## config.mk

```make
export PLATFORM = sky130hd
export DESIGN_NAME = sap_sequencer_flat
export DESIGN_NICKNAME = d
export VERILOG_FILES = /design/src/rtl/sap_sequencer_if.sv /design/src/rtl/sap_sequencer.sv /design/src/flat_wrapper.sv
export SDC_FILE = /design/constraint.sdc
export NUM_CORES = 1
export LEC_CHECK = 0
export CORE_MARGIN = 2
export CORE_UTILIZATION = 25
export CTS_BUF_LIST = sky130_fd_sc_hd__clkbuf_8
export DETAILED_ROUTE_END_ITERATION = 12
export GPL_TIMING_DRIVEN = 0
export SETUP_SLACK_MARGIN = 0.5
export SLEW_MARGIN = 20
export SYNTH_ARGS = -nofsm -noshare
export SYNTH_HDL_FRONTEND = slang
export SYNTH_SLANG_ARGS = --single-unit
```

## constraint.sdc

```tcl
create_clock -name clk -period 1.6 [get_ports clk]
set_input_delay 0.32 -clock clk [delete_from_list [all_inputs] [get_ports clk]]
set_output_delay 0.32 -clock clk [all_outputs]
set_load 0.1 [all_outputs]
```

## src/rtl/sap_sequencer_if.sv

```systemverilog
// Bus bundle between the SAP T-state sequencer and its controller.
// It carries the enable/opcode inputs, the 12-bit control word and the status outputs.
interface sap_sequencer_if;
  logic       en;
  logic [3:0] ireg;
  logic       cp, ep, lm, ce, li, ei, la, ea, su, eu, lb, lo;
  logic [5:0] tstate;
  logic       halted;
  logic [7:0] instr_cnt;

  modport slave (
    input  en, ireg,
    output cp, ep, lm, ce, li, ei, la, ea, su, eu, lb, lo,
    output tstate, halted, instr_cnt
  );

  modport master (
    output en, ireg,
    input  cp, ep, lm, ce, li, ei, la, ea, su, eu, lb, lo,
    input  tstate, halted, instr_cnt
  );
endinterface

```

## src/rtl/sap_sequencer.sv

```systemverilog
// T-state sequencer for the 8-bit SAP processor. It steps through the T1..T6 ring,
// decodes the control word, handles HLT and counts completed instructions.
module sap_sequencer #(
  parameter logic [3:0] OP_LDA    = 4'h0,
  parameter logic [3:0] OP_ADD    = 4'h1,
  parameter logic [3:0] OP_SUB    = 4'h2,
  parameter logic [3:0] OP_OUT    = 4'hE,
  parameter logic [3:0] OP_HLT    = 4'hF,
  parameter bit         EARLY_END = 1'b0
) (
  input  logic            clk,
  input  logic            clr,
  sap_sequencer_if.slave  bus
);

  typedef enum logic [2:0] {S_T1, S_T2, S_T3, S_T4, S_T5, S_T6, S_HALT} state_t;

  state_t     r_state;
  state_t     w_nextState;
  logic [7:0] r_instrCnt;
  logic       w_isNop;
  logic       w_lastState;
  logic       w_enterT1;

  // The NOP early exit has to be decided on the T3 edge, so ireg is looked at one state early here.
  always_comb begin
    w_isNop = (bus.ireg != OP_LDA) && (bus.ireg != OP_ADD) && (bus.ireg != OP_SUB) &&
              (bus.ireg != OP_OUT) && (bus.ireg != OP_HLT);
    w_lastState = 1'b0;
    case (r_state)
      S_T3:    w_lastState = EARLY_END && w_isNop;
      S_T4:    w_lastState = EARLY_END && (bus.ireg == OP_OUT);
      S_T5:    w_lastState = EARLY_END && (bus.ireg == OP_LDA);
      S_T6:    w_lastState = 1'b1;
      default: w_lastState = 1'b0;
    endcase
  end

  always_comb begin
    w_nextState = r_state;
    if (bus.en && (r_state != S_HALT)) begin
      if ((r_state == S_T4) && (bus.ireg == OP_HLT)) begin
        w_nextState = S_HALT;
      end else if (w_lastState) begin
        w_nextState = S_T1;
      end else begin
        case (r_state)
          S_T1:    w_nextState = S_T2;
          S_T2:    w_nextState = S_T3;
          S_T3:    w_nextState = S_T4;
          S_T4:    w_nextState = S_T5;
          S_T5:    w_nextState = S_T6;
          default: w_nextState = S_T1;
        endcase
      end
    end
  end

  assign w_enterT1 = (w_nextState == S_T1) && (r_state != S_T1);

  always_ff @(posedge clk) begin
    if (clr) begin
      r_state    <= S_T1;
      r_instrCnt <= 8'h00;
    end else begin
      r_state <= w_nextState;
      if (w_enterT1) begin
        r_instrCnt <= r_instrCnt + 8'h01;
      end
    end
  end

  // The word is gated by en and clr so a stalled or resetting cycle never loads a register.
  always_comb begin
    {bus.cp, bus.ep, bus.lm, bus.ce, bus.li, bus.ei,
     bus.la, bus.ea, bus.su, bus.eu, bus.lb, bus.lo} = 12'h000;
    if (!clr && bus.en) begin
      case (r_state)
        S_T1: begin bus.ep = 1'b1; bus.lm = 1'b1; end
        S_T2: bus.cp = 1'b1;
        S_T3: begin bus.ce = 1'b1; bus.li = 1'b1; end
        S_T4: begin
          if ((bus.ireg == OP_LDA) || (bus.ireg == OP_ADD) || (bus.ireg == OP_SUB)) begin
            bus.ei = 1'b1;
            bus.lm = 1'b1;
          end else if (bus.ireg == OP_OUT) begin
            bus.ea = 1'b1;
            bus.lo = 1'b1;
          end
        end
        S_T5: begin
          if (bus.ireg == OP_LDA) begin
            bus.ce = 1'b1;
            bus.la = 1'b1;
          end else if ((bus.ireg == OP_ADD) || (bus.ireg == OP_SUB)) begin
            bus.ce = 1'b1;
            bus.lb = 1'b1;
          end
        end
        S_T6: begin
          if ((bus.ireg == OP_ADD) || (bus.ireg == OP_SUB)) begin
            bus.eu = 1'b1;
            bus.la = 1'b1;
            bus.su = (bus.ireg == OP_SUB);
          end
        end
        default: ;
      endcase
    end
  end

  always_comb begin
    case (r_state)
      S_T1:    bus.tstate = 6'b000001;
      S_T2:    bus.tstate = 6'b000010;
      S_T3:    bus.tstate = 6'b000100;
      S_T4:    bus.tstate = 6'b001000;
      S_T5:    bus.tstate = 6'b010000;
      S_T6:    bus.tstate = 6'b100000;
      default: bus.tstate = 6'b000000;
    endcase
  end

  assign bus.halted    = (r_state == S_HALT);
  assign bus.instr_cnt = r_instrCnt;

endmodule

```

## src/flat_wrapper.sv

```systemverilog
// flat-port wrapper written by rule: the top's interface ports become plain ports
module sap_sequencer_flat 
#(
  parameter logic [3:0] OP_LDA    = 4'h0,
  parameter logic [3:0] OP_ADD    = 4'h1,
  parameter logic [3:0] OP_SUB    = 4'h2,
  parameter logic [3:0] OP_OUT    = 4'hE,
  parameter logic [3:0] OP_HLT    = 4'hF,
  parameter bit         EARLY_END = 1'b0
)
  (clk, clr, bus_en, bus_ireg, bus_cp, bus_ep, bus_lm, bus_ce, bus_li, bus_ei, bus_la, bus_ea, bus_su, bus_eu, bus_lb, bus_lo, bus_tstate, bus_halted, bus_instr_cnt);
  sap_sequencer_if bus_i ();
  input  logic clk;
  input  logic clr;
  input wire logic [$bits(bus_i.en)-1:0] bus_en;
  input wire logic [$bits(bus_i.ireg)-1:0] bus_ireg;
  output wire logic [$bits(bus_i.cp)-1:0] bus_cp;
  output wire logic [$bits(bus_i.ep)-1:0] bus_ep;
  output wire logic [$bits(bus_i.lm)-1:0] bus_lm;
  output wire logic [$bits(bus_i.ce)-1:0] bus_ce;
  output wire logic [$bits(bus_i.li)-1:0] bus_li;
  output wire logic [$bits(bus_i.ei)-1:0] bus_ei;
  output wire logic [$bits(bus_i.la)-1:0] bus_la;
  output wire logic [$bits(bus_i.ea)-1:0] bus_ea;
  output wire logic [$bits(bus_i.su)-1:0] bus_su;
  output wire logic [$bits(bus_i.eu)-1:0] bus_eu;
  output wire logic [$bits(bus_i.lb)-1:0] bus_lb;
  output wire logic [$bits(bus_i.lo)-1:0] bus_lo;
  output wire logic [$bits(bus_i.tstate)-1:0] bus_tstate;
  output wire logic [$bits(bus_i.halted)-1:0] bus_halted;
  output wire logic [$bits(bus_i.instr_cnt)-1:0] bus_instr_cnt;
  assign bus_i.en = bus_en;
  assign bus_i.ireg = bus_ireg;
  assign bus_cp = bus_i.cp;
  assign bus_ep = bus_i.ep;
  assign bus_lm = bus_i.lm;
  assign bus_ce = bus_i.ce;
  assign bus_li = bus_i.li;
  assign bus_ei = bus_i.ei;
  assign bus_la = bus_i.la;
  assign bus_ea = bus_i.ea;
  assign bus_su = bus_i.su;
  assign bus_eu = bus_i.eu;
  assign bus_lb = bus_i.lb;
  assign bus_lo = bus_i.lo;
  assign bus_tstate = bus_i.tstate;
  assign bus_halted = bus_i.halted;
  assign bus_instr_cnt = bus_i.instr_cnt;
  sap_sequencer #(.OP_LDA(OP_LDA), .OP_ADD(OP_ADD), .OP_SUB(OP_SUB), .OP_OUT(OP_OUT), .OP_HLT(OP_HLT), .EARLY_END(EARLY_END)) u_core (.clk(clk), .clr(clr), .bus(bus_i));
endmodule
```

==> impl_metrics.xml, run 1 <==
<?xml version="1.0" encoding="UTF-8"?>
<metrics>
  <group name="pwr">
    <metric name="total_power" unit="µW">959</metric>
    <metric name="cell_internal_pwr" unit="µW">615</metric>
    <metric name="max-vdd-ir-drop" unit="mV">0.583</metric>
    <metric name="power_density" unit="nW/µm²">471</metric>
    <metric name="seq_power_share" unit="%">28.6</metric>
    <metric name="power_frac_comb" unit="%">43.5</metric>
    <metric name="switching_share" unit="%">35.9</metric>
    <metric name="share_clk_of_total_power" unit="%">27.9</metric>
    <metric name="p_switching" unit="µW">344</metric>
    <metric name="power.static_leakage" unit="nW">0.767</metric>
  </group>
  <group name="yosys">
    <metric name="synthDistinctLibCells" unit="">31</metric>
    <metric name="yosys-top-cells-area" unit="">dfxtp_1, nor2_1, nand2_1</metric>
    <metric name="syn_avg_cell_area" unit="µm²">7.73</metric>
    <metric name="yosys_register_bits" unit="">11</metric>
    <metric name="synth_top_family_by_area" unit="">simple AND/OR/NAND/NOR gates</metric>
    <metric name="post_synth_edffs" unit="">0</metric>
    <metric name="synth_fp_nets" unit="">98</metric>
    <metric name="dominantRegCellSynth" unit="">dfxtp_1</metric>
    <metric name="yosys.area.top_type" unit="">dfxtp_1</metric>
    <metric name="synth_simple_gate_area_share" unit="%">39.2</metric>
    <metric name="syn-cell-area" unit="µm²">696</metric>
    <metric name="synthesis.instances" unit="">90</metric>
    <metric name="synthMuxAreaShare" unit="%">2.88</metric>
    <metric name="adder_cell_share_of_the_synthesized_area" unit="%">1.80</metric>
    <metric name="xor_xnor_fraction_of_synth_area" unit="%">5.04</metric>
    <metric name="async_reset_ff_share" unit="%">0</metric>
    <metric name="synth-seq-area-share" unit="%">31.7</metric>
    <metric name="synth_compound_gate_area_share" unit="%">12.2</metric>
    <metric name="yosysWarningCount" unit="">0</metric>
    <metric name="netlist.area_leader.share" unit="%">31.7</metric>
  </group>
  <group name="cts">
    <metric name="clockRootBuffer" unit="">clkbuf_8</metric>
    <metric name="max-clock-path-buffers" unit="">2</metric>
    <metric name="clk_latency" unit="ps">230</metric>
    <metric name="clock_sinks" unit="">11</metric>
    <metric name="cts-hold-fix-buffers" unit="">0</metric>
    <metric name="cts-buffers-inserted" unit="">3</metric>
    <metric name="cts.clk_slew.worst_paths" unit="ps">50</metric>
    <metric name="htreeDepth" unit="">1</metric>
    <metric name="cts_tree" unit="">yes</metric>
  </group>
  <group name="place">
    <metric name="routabilityCongestion" unit="">0.732</metric>
    <metric name="dp_worst_setup_slack" unit="ps">-1510</metric>
    <metric name="io_buffer_count" unit="">32</metric>
    <metric name="detailed_place_hpwl" unit="µm">1610</metric>
    <metric name="postPlaceCellArea" unit="µm²">1300</metric>
  </group>
  <group name="detailed_routing">
    <metric name="drt_drc_violations_left" unit="">0</metric>
    <metric name="detail_route.wl_per_cell" unit="µm">15.6</metric>
    <metric name="number_of_nets_with_antenna_violations_after_routing" unit="">0</metric>
    <metric name="via_count" unit="">941</metric>
    <metric name="postRouteWirelength" unit="µm">2950</metric>
    <metric name="maxUsedRoutingLayer" unit="">met4</metric>
    <metric name="detailroute.wirelength.met3" unit="µm">126</metric>
    <metric name="drt-pass1-iter-count" unit="">3</metric>
    <metric name="number_of_vias_per_cell_after_detailed_routing" unit="">4.98</metric>
    <metric name="route.met2.wl" unit="µm">1740</metric>
    <metric name="detail_route.iter0.violations" unit="">10</metric>
    <metric name="m1WireLength" unit="µm">1050</metric>
  </group>
  <group name="sta">
    <metric name="clock.fmax" unit="GHz">0.516</metric>
    <metric name="period_needed" unit="ps">1940</metric>
    <metric name="max_slew.worst_pin.slew" unit="ps">559</metric>
    <metric name="timing_hold_violations_final" unit="">0</metric>
    <metric name="min_period_over_period" unit="%">121</metric>
    <metric name="min_setup_slack_post_route" unit="ps">-338</metric>
    <metric name="grt_setup_unrepaired" unit="">yes</metric>
    <metric name="setup-violations-final" unit="">17</metric>
    <metric name="worst_clock_skew" unit="ps">0.453</metric>
    <metric name="worst_hold_slack" unit="ps">406</metric>
    <metric name="maxSlewViolCount" unit="">0</metric>
    <metric name="slew_headroom" unit="%">62.8</metric>
    <metric name="timing.setup.tns" unit="ps">-3590</metric>
  </group>
  <group name="cells_and_area">
    <metric name="multi_input_area" unit="µm²">733</metric>
    <metric name="drive_above_1_share" unit="%">81.0</metric>
    <metric name="stdcell_area" unit="µm²">2030</metric>
    <metric name="area_delta_synth_final" unit="%">192</metric>
    <metric name="nNetsFinal" unit="">167</metric>
    <metric name="diodes" unit="">0</metric>
    <metric name="fillcell_total" unit="">186</metric>
    <metric name="ff_latch_area" unit="µm²">254</metric>
  </group>
  <group name="critical_path">
    <metric name="criticalPathCategory" unit="">register to primary output</metric>
    <metric name="start_kind" unit="">register</metric>
    <metric name="worstPathRequired" unit="ps">1280</metric>
    <metric name="critical_path.endpoint_type" unit="">primary output</metric>
    <metric name="cp_cell_sequence" unit="">buf_6 -&gt; or3b_4 -&gt; buf_4 -&gt; o22ai_4 -&gt; buf_12</metric>
    <metric name="critical_path_arrival" unit="ps">1620</metric>
    <metric name="crit_path_max_incr_delay" unit="ps">430</metric>
    <metric name="timing.critical_path.slowest_stage_cell" unit="">or3b_4</metric>
    <metric name="critical_path.max_fanout" unit="">5</metric>
  </group>
  <group name="grt">
    <metric name="global_route_congestion_overflow_total" unit="">0</metric>
    <metric name="first_global_vias" unit="">968</metric>
    <metric name="grt_first_pass_wirelength" unit="µm">4580</metric>
    <metric name="grt_usage" unit="%">18.3</metric>
    <metric name="pin_count_of_the_biggest_net_entering_global_routing" unit="">11</metric>
    <metric name="grt_antenna_before_repair" unit="">0</metric>
  </group>
  <group name="floorplanning">
    <metric name="die-area" unit="µm²">3220</metric>
    <metric name="rows" unit="">19</metric>
    <metric name="die_h" unit="µm">56.8</metric>
    <metric name="die-width" unit="µm">56.8</metric>
    <metric name="core_region_area" unit="µm²">2710</metric>
    <metric name="initial_utilization" unit="%">25.7</metric>
    <metric name="io_pins" unit="">34</metric>
  </group>
  <group name="run_status">
    <metric name="outcome" unit="">finished with violations</metric>
    <metric name="violations" unit="">setup timing</metric>
  </group>
  <group name="hold_path">
    <metric name="min_path_type" unit="">input pin to register</metric>
  </group>
  <group name="flow_run">
    <metric name="maxCapViolations" unit="">0</metric>
  </group>
</metrics>
-- through the flow --
| step | instances | util, % |
|---|---|---|
| 3_5_place_dp | 153 | 48.1 |
| 5_1_grt | 189 | 75.1 |
| 2_1_floorplan | 90 | - |
| 3_3_place_gp | 153 | 48.1 |
| 6_report | 189 | 75.1 |
| 4_1_cts | 179 | 69.3 |
-- placed cells by master (no fill, tap or decap), types with 4 or more instances in the layout --
cell type | Yosys | layout
buf_12 | 0 | 27
buf_4 | 3 | 21
buf_6 | 0 | 14
nor2_4 | 0 | 8
dfxtp_4 | 0 | 8
nand2_1 | 10 | 7
a21oi_2 | 0 | 6
nor3_4 | 0 | 4
clkinvlp_4 | 0 | 4
nor2_1 | 12 | 4
-- worst max-delay path: cells and delay by family, from the launching register on --
kind                   cells  cell delay, ps
AOI/OAI and AO/OA          1             140
buffers and inverters      3             480
DFF                        1             310
and+or+nand+nor            1             430
-- metal layers --
layer,global-route usage [%],vias up
li1,-,456
met1,18.4,450
met2,37.2,31
met3,3.23,4
met4,4.98,0
met5,0,-
-- synthesized netlist by cell type, drive strengths merged, types with 2 or more instances --
library cell	count
o31ai	3
xor2	3
or4	3
mux2i	2
nand2b	3
nor3	5
o21ai	2
clkbuf	2
or3	3
nand4	3
buf	4
nand2	10
nor2	12
dfxtp	11
inv	4
nor4b	2
a21oi	6
-- registers in the layout, indices dropped and copies added, names as in the netlist --
name                  cells
u_core.r_state            3
u_core.bus.instr_cnt      8
-- power groups by stage --
stage	Combinational, mW	Sequential, mW	Clock [mW]
6_report	0.417	0.274	0.267
5_1_grt	0.433	0.274	0.294
4_1_cts	0.392	0.273	0.280
3_5_place_dp	0.277	0.281	0
3_3_place_gp	0.275	0.281	0
2_1_floorplan	0.215	0.280	0
-- cell type report --
type,instances,share of cell area [%]
Inverter,4,1.48
Clock inverter,1,0.185
Tap cell,31,1.91
Sequential cell,11,12.5
Multi-Input combinational cell,69,36.0
Timing Repair Buffer,64,41.7
Buffer,6,4.18
Clock buffer,3,2.03
-- what timing repair did --
item                                   in CTS  in global routing
endpoints found under the hold margin       0                  0
pin swaps                                  21                  9
setup endpoints to repair                  38                 36
resized for setup                         280                 22
setup buffers                              22                 10
-- final timing paths --
kind / from / endpoint / slack, ps / cells past startpoint
max: u_core.r_state[2]$_SDFF_PP0_ / bus_ce / -340 / 5
min: bus_en / u_core.r_state[0]$_SDFF_PP0_ / 410 / 3
min reg2reg: u_core.bus.instr_cnt[7]$_SDFFE_PP0P_ / u_core.bus.instr_cnt[7]$_SDFFE_PP0P_ / 520 / 2
max reg2reg: u_core.r_state[2]$_SDFF_PP0_ / u_core.bus.instr_cnt[5]$_SDFFE_PP0P_ / 30 / 7
-- cells by family (layout without fill, tap and decap cells) --
logic type,Yosys count,in the layout
buffers and inverters,10,78
adder cells (fa/ha/maj),1,1
AND/OR/NAND/NOR,48,48
XOR/XNOR,4,4
multiplexers,2,2
flip-flops,11,11
AO/OA/AOI/OAI,14,14
Note: power is estimated with default switching activity, not from simulation.
==> inputs of run 2 (changes only) <==
- GPL_TIMING_DRIVEN: 0 -> default
- PLACE_DENSITY_LB_ADDON: default -> 0.2
==> run 2 against run 1 <==
The flow still finishes with violations (setup timing). Die area stayed put. Combinational power hardly changed. First-iteration DRC count rose by 20%. Cell area is 4.7% lower. Worst hold slack better by 110 ps. Maximum frequency up 6.4%. Sequential share of layout area up 0.74 points.
==> impl_metrics.xml, run 2 (synthesis results as in run 1) <==
<?xml version="1.0" encoding="UTF-8"?>
<metrics>
  <group name="sta">
    <metric name="worst_clock_skew" unit="ps">5.16</metric>
    <metric name="slew_headroom" unit="%">79.6</metric>
    <metric name="maxSlewViolCount" unit="">0</metric>
    <metric name="worst_hold_slack" unit="ps">514</metric>
    <metric name="min_period_over_period" unit="%">114</metric>
    <metric name="grt_setup_unrepaired" unit="">yes</metric>
    <metric name="period_needed" unit="ps">1820</metric>
    <metric name="setup-violations-final" unit="">15</metric>
    <metric name="timing.setup.tns" unit="ps">-2270</metric>
    <metric name="min_setup_slack_post_route" unit="ps">-222</metric>
    <metric name="clock.fmax" unit="GHz">0.549</metric>
    <metric name="timing_hold_violations_final" unit="">0</metric>
    <metric name="max_slew.worst_pin.slew" unit="ps">305</metric>
  </group>
  <group name="cts">
    <metric name="clockRootBuffer" unit="">clkbuf_8</metric>
    <metric name="cts_tree" unit="">yes</metric>
    <metric name="htreeDepth" unit="">1</metric>
    <metric name="max-clock-path-buffers" unit="">2</metric>
    <metric name="cts-hold-fix-buffers" unit="">0</metric>
    <metric name="clk_latency" unit="ps">240</metric>
    <metric name="clock_sinks" unit="">11</metric>
    <metric name="cts.clk_slew.worst_paths" unit="ps">50</metric>
    <metric name="cts-buffers-inserted" unit="">3</metric>
  </group>
  <group name="hold_path">
    <metric name="min_path_type" unit="">register to register</metric>
  </group>
  <group name="floorplanning">
    <metric name="rows" unit="">19</metric>
    <metric name="initial_utilization" unit="%">25.7</metric>
    <metric name="core_region_area" unit="µm²">2710</metric>
    <metric name="io_pins" unit="">34</metric>
    <metric name="die-width" unit="µm">56.8</metric>
    <metric name="die_h" unit="µm">56.8</metric>
    <metric name="die-area" unit="µm²">3220</metric>
  </group>
  <group name="pwr">
    <metric name="power.static_leakage" unit="nW">0.727</metric>
    <metric name="max-vdd-ir-drop" unit="mV">0.624</metric>
    <metric name="total_power" unit="µW">968</metric>
    <metric name="power_density" unit="nW/µm²">499</metric>
  </group>
  <group name="cells_and_area">
    <metric name="nNetsFinal" unit="">159</metric>
    <metric name="drive_above_1_share" unit="%">79.3</metric>
    <metric name="area_delta_synth_final" unit="%">179</metric>
    <metric name="final_common_cell" unit="">buf_12</metric>
    <metric name="most-common-layout-cells" unit="">buf_12, buf_4, dfxtp_4</metric>
    <metric name="stdcell_area" unit="µm²">1940</metric>
    <metric name="final_core_utilization" unit="%">71.6</metric>
    <metric name="diodes" unit="">0</metric>
    <metric name="largest_reg_flops" unit="">8</metric>
    <metric name="stdcell_count" unit="">181</metric>
  </group>
  <group name="detailed_routing">
    <metric name="drt-pass1-iter-count" unit="">4</metric>
    <metric name="number_of_nets_with_antenna_violations_after_routing" unit="">0</metric>
    <metric name="number_of_vias_per_cell_after_detailed_routing" unit="">5.04</metric>
    <metric name="via_count" unit="">913</metric>
    <metric name="detail_route.wl_per_cell" unit="µm">15.4</metric>
    <metric name="detail_route.iter0.violations" unit="">12</metric>
    <metric name="postRouteWirelength" unit="µm">2780</metric>
    <metric name="drt_drc_violations_left" unit="">0</metric>
  </group>
  <group name="critical_path">
    <metric name="worstPathRequired" unit="ps">1280</metric>
    <metric name="criticalPathCategory" unit="">register to primary output</metric>
    <metric name="critical_path.endpoint_type" unit="">primary output</metric>
    <metric name="start_kind" unit="">register</metric>
    <metric name="critical_path.max_fanout" unit="">4</metric>
    <metric name="critical_path_arrival" unit="ps">1500</metric>
  </group>
  <group name="grt">
    <metric name="global_route_congestion_overflow_total" unit="">0</metric>
    <metric name="grt_antenna_before_repair" unit="">0</metric>
    <metric name="pin_count_of_the_biggest_net_entering_global_routing" unit="">12</metric>
    <metric name="first_global_vias" unit="">899</metric>
    <metric name="grt_usage" unit="%">17.3</metric>
    <metric name="grt_first_pass_wirelength" unit="µm">4310</metric>
  </group>
  <group name="place">
    <metric name="io_buffer_count" unit="">33</metric>
    <metric name="postPlaceCellArea" unit="µm²">1680</metric>
    <metric name="detailed_place_hpwl" unit="µm">1860</metric>
    <metric name="routabilityCongestion" unit="">0.757</metric>
    <metric name="placed_cells" unit="">169</metric>
    <metric name="dp_worst_setup_slack" unit="ps">-583</metric>
  </group>
  <group name="flow_run">
    <metric name="maxCapViolations" unit="">0</metric>
  </group>
  <group name="run_status">
    <metric name="outcome" unit="">finished with violations</metric>
    <metric name="violations" unit="">setup timing</metric>
  </group>
</metrics>
run 2: changes by cell type in the layout (fill, tap and decap cells not counted), moves of 2 or more:
cell and change:
buf_6 -7, a21oi_2 -2, buf_4 -2, nor2_1 +2, clkdlybuf4s15_2 -3, buf_2 +3
nor2_4 -2
run 2: critical path, stage by stage (launching register included):
cell and delay, ps:
dfxtp_4 360, nand2b_4 140, or2_4 250, nor4_4 300, buf_12 210
run 2: worst paths after layout:
path	to	slack [ps]	cells after the start	from
worst max-delay path	bus_su	-220	4	u_core.r_state[1]$_SDFF_PP0_
worst min-delay path	u_core.bus.instr_cnt[6]$_SDFFE_PP0P_	510	2	u_core.bus.instr_cnt[6]$_SDFFE_PP0P_
worst max register to register	u_core.bus.instr_cnt[4]$_SDFFE_PP0P_	110	6	u_core.r_state[0]$_SDFF_PP0_
worst min register to register	u_core.bus.instr_cnt[6]$_SDFFE_PP0P_	510	2	u_core.bus.instr_cnt[6]$_SDFFE_PP0P_
run 2: repair_timing:
action	CTS	global route
cloned	0	0
gates resized for setup	43	22
pin swaps	15	7
setup endpoints to repair	36	35
setup buffers	7	1
run 2: cell type report:
class,count,area [µm²]
Fill cell,208,771
Sequential cell,11,256
Inverter,4,26.3
Clock inverter,1,3.75
Timing Repair Buffer,62,842
Clock buffer,3,41.3
Tap cell,31,38.8
Multi-Input combinational cell,69,731
run 2: layer usage:
metal	GRT usage, %	up-vias	wire length (µm)
li1	-	439	-
met5	0	-	0
met3	4.38	8	126
met2	29.9	26	1460
met1	20.2	440	1130
met4	7.31	0	61
run 2: where the power goes:
group          internal (mW)  total (mW)  leakage, nW  switching [mW]
clock network          0.169       0.274       0.0269           0.106
registers              0.268       0.280       0.0970          0.0120
logic                  0.179       0.414        0.603           0.235
